**config.mk**
```make
export PLATFORM = sky130hd
export DESIGN_NAME = circle_hit_scheduler_flat
export DESIGN_NICKNAME = d
export VERILOG_FILES = /design/src/rtl/circle_hit_scheduler_if.sv /design/src/rtl/circle_hit_scheduler.sv /design/src/flat_wrapper.sv
export SDC_FILE = /design/constraint.sdc
export NUM_CORES = 1
export LEC_CHECK = 0
export BUFFER_PORTS_ARGS = -buffer_cell sky130_fd_sc_hd__buf_2
export CORE_ASPECT_RATIO = 2
export CORE_MARGIN = 4
export CORE_UTILIZATION = 58
export DETAILED_ROUTE_END_ITERATION = 8
export GPL_ROUTABILITY_DRIVEN = 0
export PLACE_DENSITY = 0.78
export SYNTH_ARGS = -nofsm -noshare
export SYNTH_HDL_FRONTEND = slang
export SYNTH_SLANG_ARGS = --single-unit
```
**constraint.sdc**
```tcl
create_clock -name clk -period 11.7 [get_ports clk]
set_clock_uncertainty 0.1 [all_clocks]
set_input_delay 0.585 -clock clk [delete_from_list [all_inputs] [get_ports clk]]
set_output_delay 0.585 -clock clk [all_outputs]
set_load 0.01 [all_outputs]
```
**src/rtl/circle_hit_scheduler_if.sv**
```systemverilog
`default_nettype none
// ============================================================================
// Module      : circle_hit_scheduler_if
// Description : Pixel request and hit result handshakes of circle_hit_scheduler.
// Revision    : 1.0 - initial release
// ============================================================================
interface circle_hit_scheduler_if #(
  parameter int IDX_W   = 2,
  parameter int COLOR_W = 12
);
  logic               px_valid;
  logic               px_ready;
  logic [9:0]         px_x;
  logic [9:0]         px_y;
  logic               res_valid;
  logic               res_ready;
  logic               res_hit;
  logic [IDX_W-1:0]   res_idx;
  logic [COLOR_W-1:0] res_color;

  modport master (
    output px_valid, px_x, px_y, res_ready,
    input  px_ready, res_valid, res_hit, res_idx, res_color
  );

  modport slave (
    input  px_valid, px_x, px_y, res_ready,
    output px_ready, res_valid, res_hit, res_idx, res_color
  );
endinterface
`default_nettype wire

```
**src/rtl/circle_hit_scheduler.sv**
```systemverilog
`default_nettype none
// ============================================================================
// Module      : circle_hit_scheduler
// Description : Scans a table of circle slots one per cycle for a pixel and
//               returns the lowest-index hit. Optional macro
//               CIRCLE_EARLY_EXIT_EN ends the scan right after the first hit.
// Revision    : 1.0 - initial release
// ============================================================================
module circle_hit_scheduler #(
  parameter int                 NUM_CIRCLES = 4,
  parameter int                 IDX_W       = 2,
  parameter int                 COLOR_W     = 12,
  parameter logic [COLOR_W-1:0] BG_COLOR    = '0
) (
  input  logic                  clk,
  input  logic                  reset,
  circle_hit_scheduler_if.slave bus,
  input  logic                  cfg_we,
  input  logic [IDX_W-1:0]      cfg_idx,
  input  logic [9:0]            cfg_x,
  input  logic [9:0]            cfg_y,
  input  logic [9:0]            cfg_rad,
  input  logic                  cfg_active,
  input  logic [COLOR_W-1:0]    cfg_color,
  output logic                  busy
);

  localparam logic [1:0] ST_IDLE = 2'd0;
  localparam logic [1:0] ST_SCAN = 2'd1;
  localparam logic [1:0] ST_DONE = 2'd2;

  localparam logic [IDX_W-1:0] C_LAST_SLOT = IDX_W'(NUM_CIRCLES - 1);

  logic [1:0]         r_state;
  logic [1:0]         w_next_state;

  logic [9:0]         r_cx     [NUM_CIRCLES];
  logic [9:0]         r_cy     [NUM_CIRCLES];
  logic [9:0]         r_rad    [NUM_CIRCLES];
  logic               r_active [NUM_CIRCLES];
  logic [COLOR_W-1:0] r_scolor [NUM_CIRCLES];

  logic [9:0]         r_px_x;
  logic [9:0]         r_px_y;
  logic [IDX_W-1:0]   r_slot;
  logic               r_hit;
  logic [IDX_W-1:0]   r_idx;
  logic [COLOR_W-1:0] r_color;

  logic               w_idx_ok;
  logic               w_cfg_wr;
  logic               w_last;
  logic [10:0]        w_dx;
  logic [10:0]        w_dy;
  logic [9:0]         w_adx;
  logic [9:0]         w_ady;
  logic [19:0]        w_dx2;
  logic [19:0]        w_dy2;
  logic [19:0]        w_r2;
  logic [20:0]        w_d2;
  logic               w_hit;

  // A full power-of-two table needs no range check on the write index.
  generate
    if (NUM_CIRCLES == (1 << IDX_W)) begin : g_idx_full
      assign w_idx_ok = 1'b1;
    end else begin : g_idx_part
      assign w_idx_ok = ({1'b0, cfg_idx} < (IDX_W+1)'(NUM_CIRCLES));
    end
  endgenerate

  assign w_cfg_wr = cfg_we && (r_state == ST_IDLE) && w_idx_ok;
  assign w_last   = (r_slot == C_LAST_SLOT);

  always_ff @(posedge clk) begin
    if (reset) begin
      for (int i = 0; i < NUM_CIRCLES; i++) begin
        r_cx[i]     <= '0;
        r_cy[i]     <= '0;
        r_rad[i]    <= '0;
        r_active[i] <= 1'b0;
        r_scolor[i] <= '0;
      end
    end else if (w_cfg_wr) begin
      r_cx[cfg_idx]     <= cfg_x;
      r_cy[cfg_idx]     <= cfg_y;
      r_rad[cfg_idx]    <= cfg_rad;
      r_active[cfg_idx] <= cfg_active;
      r_scolor[cfg_idx] <= cfg_color;
    end
  end

  // Squares are taken on magnitudes so the 21-bit sum never wraps.
  always_comb begin
    w_dx  = {1'b0, r_px_x} - {1'b0, r_cx[r_slot]};
    w_dy  = {1'b0, r_px_y} - {1'b0, r_cy[r_slot]};
    w_adx = w_dx[10] ? (~w_dx[9:0] + 10'd1) : w_dx[9:0];
    w_ady = w_dy[10] ? (~w_dy[9:0] + 10'd1) : w_dy[9:0];
    w_dx2 = {10'd0, w_adx} * {10'd0, w_adx};
    w_dy2 = {10'd0, w_ady} * {10'd0, w_ady};
    w_r2  = {10'd0, r_rad[r_slot]} * {10'd0, r_rad[r_slot]};
    w_d2  = {1'b0, w_dx2} + {1'b0, w_dy2};
    w_hit = r_active[r_slot] && ({1'b0, w_r2} >= w_d2);
  end

  always_ff @(posedge clk) begin
    if (reset) begin
      r_state <= ST_IDLE;
    end else begin
      r_state <= w_next_state;
    end
  end

  always_comb begin
    w_next_state = r_state;
    case (r_state)
      ST_IDLE: begin
        if (bus.px_valid) begin
          w_next_state = ST_SCAN;
        end
      end
      ST_SCAN: begin
`ifdef CIRCLE_EARLY_EXIT_EN
        if (w_last || w_hit) begin
          w_next_state = ST_DONE;
        end
`else
        if (w_last) begin
          w_next_state = ST_DONE;
        end
`endif
      end
      ST_DONE: begin
        if (bus.res_ready) begin
          w_next_state = ST_IDLE;
        end
      end
      default: w_next_state = ST_IDLE;
    endcase
  end

  always_comb begin
    bus.px_ready  = (r_state == ST_IDLE);
    bus.res_valid = (r_state == ST_DONE);
    busy          = (r_state == ST_SCAN) || (r_state == ST_DONE);
  end

  always_ff @(posedge clk) begin
    if (reset) begin
      r_px_x  <= '0;
      r_px_y  <= '0;
      r_slot  <= '0;
      r_hit   <= 1'b0;
      r_idx   <= '0;
      r_color <= BG_COLOR;
    end else begin
      case (r_state)
        ST_IDLE: begin
          if (bus.px_valid) begin
            r_px_x  <= bus.px_x;
            r_px_y  <= bus.px_y;
            r_slot  <= '0;
            r_hit   <= 1'b0;
            r_idx   <= '0;
            r_color <= BG_COLOR;
          end
        end
        ST_SCAN: begin
          r_slot <= r_slot + 1'b1;
          // Only the first hit is kept, so the lowest index wins.
          if (w_hit && !r_hit) begin
            r_hit   <= 1'b1;
            r_idx   <= r_slot;
            r_color <= r_scolor[r_slot];
          end
        end
        default: ;
      endcase
    end
  end

  assign bus.res_hit   = r_hit;
  assign bus.res_idx   = r_idx;
  assign bus.res_color = r_color;

endmodule
`default_nettype wire
```
**src/flat_wrapper.sv**
```systemverilog
// flat-port wrapper written by rule: the top's interface ports become plain ports
module circle_hit_scheduler_flat 
#(
  parameter int                 NUM_CIRCLES = 4,
  parameter int                 IDX_W       = 2,
  parameter int                 COLOR_W     = 12,
  parameter logic [COLOR_W-1:0] BG_COLOR    = '0
)
  (clk, reset, cfg_we, cfg_idx, cfg_x, cfg_y, cfg_rad, cfg_active, cfg_color, busy, bus_px_valid, bus_px_x, bus_px_y, bus_res_ready, bus_px_ready, bus_res_valid, bus_res_hit, bus_res_idx, bus_res_color);
  circle_hit_scheduler_if #(.IDX_W(IDX_W), .COLOR_W(COLOR_W)) bus_i ();
  input  logic clk;
  input  logic reset;
  input  logic cfg_we;
  input  logic [IDX_W-1:0] cfg_idx;
  input  logic [9:0] cfg_x;
  input  logic [9:0] cfg_y;
  input  logic [9:0] cfg_rad;
  input  logic cfg_active;
  input  logic [COLOR_W-1:0] cfg_color;
  output logic busy;
  input wire logic [$bits(bus_i.px_valid)-1:0] bus_px_valid;
  input wire logic [$bits(bus_i.px_x)-1:0] bus_px_x;
  input wire logic [$bits(bus_i.px_y)-1:0] bus_px_y;
  input wire logic [$bits(bus_i.res_ready)-1:0] bus_res_ready;
  output wire logic [$bits(bus_i.px_ready)-1:0] bus_px_ready;
  output wire logic [$bits(bus_i.res_valid)-1:0] bus_res_valid;
  output wire logic [$bits(bus_i.res_hit)-1:0] bus_res_hit;
  output wire logic [$bits(bus_i.res_idx)-1:0] bus_res_idx;
  output wire logic [$bits(bus_i.res_color)-1:0] bus_res_color;
  assign bus_i.px_valid = bus_px_valid;
  assign bus_i.px_x = bus_px_x;
  assign bus_i.px_y = bus_px_y;
  assign bus_i.res_ready = bus_res_ready;
  assign bus_px_ready = bus_i.px_ready;
  assign bus_res_valid = bus_i.res_valid;
  assign bus_res_hit = bus_i.res_hit;
  assign bus_res_idx = bus_i.res_idx;
  assign bus_res_color = bus_i.res_color;
  circle_hit_scheduler #(.NUM_CIRCLES(NUM_CIRCLES), .IDX_W(IDX_W), .COLOR_W(COLOR_W), .BG_COLOR(BG_COLOR)) u_core (.clk(clk), .reset(reset), .bus(bus_i), .cfg_we(cfg_we), .cfg_idx(cfg_idx), .cfg_x(cfg_x), .cfg_y(cfg_y), .cfg_rad(cfg_rad), .cfg_active(cfg_active), .cfg_color(cfg_color), .busy(busy));
endmodule
```
==> impl_metrics.tcl, run 1 <==
set metrics [dict create \
    io_pins 88 \
    cts_tree "done" \
    grt_pass1_vias 13900 \
    die_w_um 135 \
    clock-sinks 213 \
    end_kind "flop" \
    hold_ws_ns 0.237 \
    cp.depth 37 \
    drtIter0Drc 496 \
    synth_top_area_share_pct 27.6 \
    dieHeight_um 262 \
    crit_path_start_kind "flop" \
    synth-seq-cells 213 \
    fmax_mhz 89.8 \
    synth_edf_count 172 \
    clk_pin_slew_ns 0.08 \
    drive_above_1_share_pct 13.9 \
    holdCritPathClass "input port to flop" \
    grt_max_degree 45 \
    num_rows 92 \
    finalCritPeriodShare_pct 95.1 \
    asyncSetResetFlopFracSynth_pct 0 \
    nFillCells 2402 \
    layout.nets 2235 \
    post-place-cells 2210 \
    required_ns 12.03 \
    clk_latency_ns 0.49 \
    numCtsBuffers 16 \
    synthMuxAreaShare_pct 5.58 \
    htreeDepth 1 \
    outcome "completed" \
    netlist_area_mm2 0.0187 \
    synthTopCellsByCount "inv_1, and2_1, fa_1" \
    crit_end "u_core.bus.res_idx[0]" \
    reg2reg_depth 37 \
    ys.warnings.count 0 \
    stdcell_area_mm2 0.0204 \
    cap_violations 0 \
    syn_inst 1717 \
    cts-root-buf "clkbuf_16" \
    ctsLongestPathBuffers 3 \
    antenna_left 0 \
    crit_path_max_fanout 15 \
    via_count 12500 \
    core_mm2 0.0317 \
    path_common_cell "fa_1" \
    synth_compound_area_share_pct 6.55 \
    path_delay_family "adder cells" \
    die_area_mm2 0.0353 \
    num_antenna_cells 0 \
    hpwl_um 32600 \
    wire_per_inst_um 18.6 \
    instances_no_fill 2244 \
    initial_utilization_pct 59.0 \
    yosysUniqueCellTypes 69 \
    synth_fp_nets 2141 \
    slowest_stage "fa_1" \
    finalSetupViolCount 0 \
    reg2reg_to "u_core.bus.res_idx[0]" \
    ys_seq_area_share_pct 32.0 \
    worstMarginPinSlew_ns 1.03 \
    cp_num_buf_inv 3 \
    avgSynthCellArea_um2 10.9 \
    final_core_util_pct 64.4 \
    synthToLayoutAreaGrowth_pct 9.15 \
    first_pass_iters 5 \
    antenna_found_initial 0 \
    synth_xor_area_share_pct 3.64 \
    cts_hold_buf 0 \
    grt.total_usage_pct 24.7 \
    placed_area_mm2 0.0197 \
    synth-simple-area-share_pct 14.4 \
    period_needed_ns 11.13 \
    synth_fa_ha_area_share_pct 30.9 \
    slew-limit-headroom_pct 31.3 \
    grt_pass1_wl_um 68300 \
    slew_viol_final 0 \
    synth.most_common_cell "inv_1" \
    synth_top_family_by_area "adder cells" \
    synthFlopType "edfxtp_1" \
    routed_wl_um 41700 \
    globalRouteOverflowTotal 0 \
    crit_path_max_incr_delay_ns 0.58 \
    worstSetupPathType "flop to flop" \
    viasPerCell 5.58 \
    hold_viol_final 0 \
    synth_top_cell_by_area "edfxtp_1" \
    synth.top_cells.by_area "edfxtp_1, fa_1, ha_1" \
    drc 0 \
    io_buffers 87 \
    rrSetupSlack_ns 0.57 \
    arrival_ns 11.46 \
]
worst register-to-register path, delay by kind of cell (launching register included):
kind | cells | cell delay (ns)
fa+ha+maj | 11 | 4.76
simple gates | 10 | 2.43
compound gates | 9 | 1.60
xor+xnor | 3 | 0.86
mux | 1 | 0.52
flops | 1 | 0.45
buf+inv | 3 | 0.37
cells by family (layout without fill, tap and decap cells):
| family | count (synthesis) | after routing |
|---|---|---|
| simple gates | 506 | 506 |
| buf+inv | 339 | 443 |
| compound gates | 179 | 179 |
| mux | 50 | 50 |
| xor+xnor | 76 | 76 |
| fa+ha+maj | 354 | 354 |
| flops | 213 | 213 |
layout make-up:
| class | count | area [µm²] | area share, % |
|---|---|---|---|
| clock buffer | 20 | 437 | 2.14 |
| clock inverter | 8 | 96.3 | 0.472 |
| inverter | 289 | 1080 | 5.32 |
| multi-input combinational | 1165 | 11500 | 56.5 |
| sequential | 213 | 5990 | 29.4 |
| tap | 423 | 529 | 2.60 |
| timing repair buffer | 126 | 742 | 3.64 |
through the flow:
stage / setup TNS (ns) / setup WS [ns]
after global routing: -0.0747 / -0.0465
final: 0 / 0.568
after floorplan: 0 / 0.167
after CTS: 0 / 0.0103
after detailed placement: 0 / 0.0414
after global placement: 0 / 0.432
state kept, by name, summed over array words and instances (netlist names), 4 cells and up, named ones only:
name and cells:
u_core.r_rad 40, u_core.r_px_y 10, u_core.r_px_x 10, u_core.r_cx 40, u_core.r_scolor 48, u_core.r_cy 40
u_core.bus.res_color 12, u_core.r_active 4
timing repair:
action,4_1_cts,5_1_grt
resized for setup,0,16
setup endpoints to repair,0,15
buffers inserted,0,6
routing by layer:
metal	part of all wire, %	vias to the layer above	global-route usage (%)
li1	-	5819	-
met1	33	6273	24.7
met2	56	297	48.5
met3	3.2	140	2.07
met4	7.2	0	15.0
met5	0	-	0
cells in the final DEF (no fill, tap or decap), types with 5 or more instances in the layout:
master	instances
a211oi_1	5
a21o_1	19
a21oi_1	60
a31oi_1	7
and2_1	197
and3_1	5
buf_2	88
buf_4	36
clkbuf_16	17
dfxtp_1	39
edfxtp_1	172
fa_1	179
ha_1	175
inv_1	288
mux4_2	43
nand2_1	90
nand2b_1	23
nand3_1	8
nand4_1	6
nor2_1	102
nor2b_1	12
nor3_1	10
nor3b_1	5
o21a_1	14
o21ai_0	22
o2bb2ai_2	9
o31a_1	8
or2_2	24
xnor2_1	41
xor2_1	30
worst min-delay path by stage:
stage	slack [ns]	depth (start not counted)	end	from
final	0.24	3	u_core.r_px_y[0]	bus_px_y[0]
after global routing	0.24	3	u_core.r_px_x[3]	bus_px_x[3]
after CTS	0.23	3	u_core.r_px_x[7]	bus_px_x[7]
after detailed placement	0.35	2	u_core.r_px_x[0]	u_core.r_px_x[0]
after global placement	0.34	2	u_core.r_px_x[0]	u_core.r_px_x[0]
after floorplan	0.34	2	u_core.r_px_x[0]	u_core.r_px_x[0]
Power of run 1 is left out: the tool's default activity adds up to more than one toggle a clock period on the data nets, which glitch-free logic cannot reach.
==> run 2: changes to the inputs <==
--- a/config.mk
+++ b/config.mk
@@ -5,13 +5,14 @@
 export SDC_FILE = /design/constraint.sdc
 export NUM_CORES = 1
 export LEC_CHECK = 0
+export ABC_AREA = 1
 export BUFFER_PORTS_ARGS = -buffer_cell sky130_fd_sc_hd__buf_2
 export CORE_ASPECT_RATIO = 2
 export CORE_MARGIN = 4
-export CORE_UTILIZATION = 58
+export CORE_UTILIZATION = 60
 export DETAILED_ROUTE_END_ITERATION = 8
 export GPL_ROUTABILITY_DRIVEN = 0
-export PLACE_DENSITY = 0.78
+export PLACE_DENSITY = 0.77
 export SYNTH_ARGS = -nofsm -noshare
 export SYNTH_HDL_FRONTEND = slang
 export SYNTH_SLANG_ARGS = --single-unit
==> constraint.sdc (replaced) <==
create_clock -name clk -period 12.1 [get_ports clk]
set_clock_uncertainty 0.1 [all_clocks]
set_input_delay 0.605 -clock clk [delete_from_list [all_inputs] [get_ports clk]]
set_output_delay 0.605 -clock clk [all_outputs]
set_load 0.01 [all_outputs]
==> impl_metrics.tcl, run 2 <==
set metrics [dict create \
    clk_pin_slew_ns 0.09 \
    grt.total_usage_pct 26.7 \
    finalCritPeriodShare_pct 89.9 \
    worstSetupPathType "flop to flop" \
    setup_tns_ns 0 \
    synth.top_cells.by_area "edfxtp_1, fa_1, ha_1" \
    slowest_stage "buf_4" \
    via_count 14300 \
    synth_top_cell_by_area "edfxtp_1" \
    nFillCells 2494 \
    grt_pass1_wl_um 73600 \
    dp_slack_ns 1.35 \
    syn_inst 2104 \
    antenna_left 0 \
    synthToLayoutAreaGrowth_pct 7.33 \
    htreeDepth 1 \
    synth-seq-cells 213 \
    reg2reg_to "u_core.bus.res_color[3]" \
    period_needed_ns 10.87 \
    arrival_ns 11.18 \
    crit_path_max_fanout 86 \
    io_buffers 87 \
    path_common_cell "nand2_1" \
    num_rows 91 \
    yosysUniqueCellTypes 51 \
    num_antenna_cells 0 \
    path_delay_family "adder cells" \
    synth.most_common_cell "inv_1" \
    ctsLongestPathBuffers 3 \
    outcome "completed" \
    antenna_found_initial 0 \
    synthFlopType "edfxtp_1" \
    netlist_area_mm2 0.0187 \
    cts_tree "done" \
    dieHeight_um 258 \
    slew_viol_final 0 \
    synth_fp_nets 2528 \
    hold_viol_final 0 \
    asyncSetResetFlopFracSynth_pct 0 \
    grt_max_degree 87 \
    crit_path_start_kind "flop" \
    cts_hold_buf 0 \
    wire_per_inst_um 17.3 \
    initial_utilization_pct 60.7 \
    min_path_cells 3 \
    synth_top_area_share_pct 27.6 \
    hp-start "bus_px_y[7]" \
    ys_seq_area_share_pct 32.0 \
    required_ns 12.40 \
    fmax_mhz 92.0 \
    end_kind "flop" \
    rsz0062_at_grt "false" \
    cts-root-buf "clkbuf_16" \
    postCtsSetupBuffers 0 \
    hold_ws_ns 0.259 \
    numCtsBuffers 16 \
    whs_endpoint "u_core.r_px_y[7]" \
    cp.depth 46 \
    instances_no_fill 2591 \
    synth_edf_count 172 \
    clock-sinks 213 \
    finalSetupViolCount 0 \
    final_cell_mix "inv_1, nor2_1, nand2_1, fa_1, ha_1" \
    cap_violations 0 \
    drive_above_1_share_pct 7.55 \
    synthTopCellsByCount "inv_1, nor2_1, nand2_1" \
    drtIter0Drc 845 \
    first_pass_iters 6 \
    cp_num_buf_inv 5 \
    globalRouteOverflowTotal 0 \
    hpwl_um 34200 \
    largest_register "u_core.r_scolor" \
    post-place-cells 2564 \
    rrSetupSlack_ns 1.23 \
    holdCritPathClass "input port to flop" \
    worstMarginPinSlew_ns 1.08 \
    slew-limit-headroom_pct 27.6 \
    crit_path_max_incr_delay_ns 0.69 \
    setup_ws_ns 1.23 \
    largest_reg_flops 48 \
    reg2reg_depth 46 \
    layout.nets 2588 \
    drc 0 \
    cts_resized 0 \
    final_common_cell "inv_1" \
    clk_latency_ns 0.49 \
    core_mm2 0.0309 \
    io_pins 88 \
    ys.warnings.count 0 \
    viasPerCell 5.52 \
    routed_wl_um 44700 \
    die_w_um 133 \
    die_area_mm2 0.0343 \
    grt_pass1_vias 15500 \
    avgSynthCellArea_um2 8.90 \
]
==> run 2: layer usage <==
metal  GRT usage [%]  up-vias  part of all wire (%)
met5               0        -                     0
met4            16.2        0                   6.6
met3            1.91      151                   3.9
met2            52.1      450                    56
met1            27.1     6921                    33
li1                -     6790                     -
==> run 2: how the worst max path moves through the flow <==
stage | start | to | slack, ns
global placement | flop | u_core.bus.res_color[7] | 1.77
finish | flop | u_core.bus.res_color[3] | 1.23
detailed placement | flop | u_core.bus.res_color[4] | 1.35
global route | flop | u_core.bus.res_color[1] | 0.31
floorplan | flop | u_core.bus.res_color[10] | 2.20
CTS | flop | u_core.bus.res_color[10] | 1.33
==> run 2: through the flow <==
stage / area [µm²] / utilization [%]
CTS: 20100 / 65.1
global placement: 19600 / 63.4
floorplan: 18700 / -
global route: 20100 / 65.1
detailed placement: 19600 / 63.4
finish: 20100 / 65.1
==> run 2: cell families (layout without fill, tap and decap cells) <==
| group | Yosys count | in the layout | synth area share [%] |
|---|---|---|---|
| and+or+nand+nor | 748 | 748 | 15.9 |
| buffers and inverters | 461 | 530 | 9.41 |
| adders and majority gates | 354 | 354 | 30.8 |
| AOI/OAI and AO/OA | 257 | 257 | 8.26 |
| DFF | 213 | 213 | 32.0 |
| xor gates and xnor gates | 71 | 71 | 3.60 |
==> run 2: worst min-delay path, delay by kind of cell <==
kind	cells	cell delay (ns)
and+or+nand+nor	1	0.07
AOI/OAI and AO/OA	1	0.07
buffers and inverters	1	0.07
==> run 2: cell type report <==
cell class	instances	area [µm²]	share of cell area, %
Multi-Input combinational cell	1430	11000	54.7
Sequential cell	213	5990	29.8
Inverter	400	1500	7.47
Timing Repair Buffer	103	556	2.77
Tap cell	418	523	2.60
Clock buffer	20	468	2.33
Clock inverter	7	66.3	0.330
Power of run 2 is left out for the same reason.
==> run 3: changes to the inputs <==
--- a/config.mk
+++ b/config.mk
@@ -13,6 +13,7 @@
 export DETAILED_ROUTE_END_ITERATION = 8
 export GPL_ROUTABILITY_DRIVEN = 0
 export PLACE_DENSITY = 0.77
+export RECOVER_POWER = 100
 export SYNTH_ARGS = -nofsm -noshare
 export SYNTH_HDL_FRONTEND = slang
 export SYNTH_SLANG_ARGS = --single-unit
==> constraint.sdc (replaced) <==
create_clock -name clk -period 12.1 [get_ports clk]
set_clock_uncertainty 0.1 [all_clocks]
set_input_delay 0.605 -clock clk [delete_from_list [all_inputs] [get_ports clk]]
set_output_delay 0.605 -clock clk [all_outputs]
set_load 0.005 [all_outputs]
==> impl_metrics.tcl, run 3 (synthesis gave the netlist of run 2 again) <==
set metrics [dict create \
    largest_reg_flops 48 \
    routed_wl_um 44700 \
    globalRouteOverflowTotal 0 \
    drc 0 \
    synthToLayoutAreaGrowth_pct 6.96 \
    grt_pass1_wl_um 73600 \
    grt.total_usage_pct 26.7 \
    io_pins 88 \
    antenna_found_initial 0 \
    final_common_cell "inv_1" \
    numCtsBuffers 16 \
    slew_viol_final 266 \
    ctsLongestPathBuffers 3 \
    hold_viol_final 0 \
    hold_ws_ns 0.258 \
    num_rows 91 \
    path_common_cell "nand2_1" \
    wire_per_inst_um 17.2 \
    clk_pin_slew_ns 0.09 \
    die_area_mm2 0.0343 \
    num_antenna_cells 0 \
    finalCritPeriodShare_pct 90.8 \
    required_ns 12.40 \
    grt_pass1_vias 15500 \
    final_core_util_pct 64.9 \
    worstSetupPathType "flop to flop" \
    htreeDepth 1 \
    post-place-cells 2564 \
    dieHeight_um 258 \
    die_w_um 133 \
    cts_resized 0 \
    hpwl_um 34200 \
    cp_num_buf_inv 5 \
    final_cell_mix "inv_1, nor2_1, nand2_1, fa_1, ha_1" \
    instances_no_fill 2591 \
    wl_met3_um 1790 \
    setup_tns_ns 0 \
    period_needed_ns 10.98 \
    finalSetupViolCount 0 \
    top_layer "met4" \
    clock-sinks 213 \
    first_pass_iters 7 \
    cap_violations 7 \
    cts_hold_buf 0 \
    outcome "finished with violations" \
    met1_length_um 14900 \
    slowest_stage "clkbuf_4" \
    drive_above_1_share_pct 6.21 \
    viasPerCell 5.53 \
    cts_tree "done" \
    worstMarginPinSlew_ns 2.84 \
    cts-root-buf "clkbuf_16" \
    holdCritPathClass "input port to flop" \
    fmax_mhz 91.0 \
    drtIter0Drc 775 \
    core_mm2 0.0309 \
    via_count 14300 \
    postCtsSetupBuffers 0 \
    grt_max_degree 87 \
    end_kind "flop" \
    largest_register "u_core.r_scolor" \
    clk_latency_ns 0.49 \
    met2_wirelength_um 25100 \
    crit_path_max_incr_delay_ns 0.77 \
    arrival_ns 11.28 \
    crit_path_start_kind "flop" \
    initial_utilization_pct 60.7 \
    io_buffers 87 \
    violations "capacitance limit, slew limit" \
    slew-limit-headroom_pct -89.6 \
    antenna_left 0 \
    crit_path_max_fanout 86 \
    rsz0062_at_grt "false" \
    path_delay_family "adder cells" \
    layout.nets 2588 \
]
==> run 3: changes by cell type in the layout (fill, tap and decap cells not counted), sizes merged <==
cell,change
clkbuf,+24
buf,-24
==> run 3: tightest hold or removal path, stage by stage <==
cell and delay (ns):
buf_2 0.07, o21ai_0 0.07, nor2_1 0.07
==> run 3: final cells by class <==
class                   instances  area (µm²)
well taps                     418         523
clock inverters                 7        66.3
clock buffers                  20         468
multi-input cells            1430       11000
fillers                      2514       10800
flip-flops and latches        213        5990
repair buffers                103         503
inverters                     400        1500
==> run 3: through the flow <==
| stage | instance area (µm²) | setup slack, ns |
|---|---|---|
| global route | 20000 | 0.163 |
| global placement | 19600 | 1.77 |
| finish | 20000 | 1.12 |
| floorplan | 18700 | 2.20 |
| CTS | 20100 | 1.33 |
| detailed placement | 19600 | 1.35 |
==> run 3: final timing paths <==
path / from / to / slack (ns) / cells past startpoint
setup / recovery: flop / u_core.bus.res_color[10] / 1.12 / 46
hold / removal: bus_px_y[7] / u_core.r_px_y[7] / 0.26 / 3
setup reg to reg: flop / u_core.bus.res_color[10] / 1.12 / 46
hold reg to reg: u_core.bus.res_color[7] / u_core.bus.res_color[7] / 0.37 / 2
==> run 3: routing by layer <==
metal | vias up | GRT usage, %
met3 | 157 | 1.91
li1 | 6792 | -
met4 | 0 | 16.2
met1 | 6929 | 27.1
met2 | 459 | 52.1
met5 | - | 0
Power of run 3 is left out for the same reason.
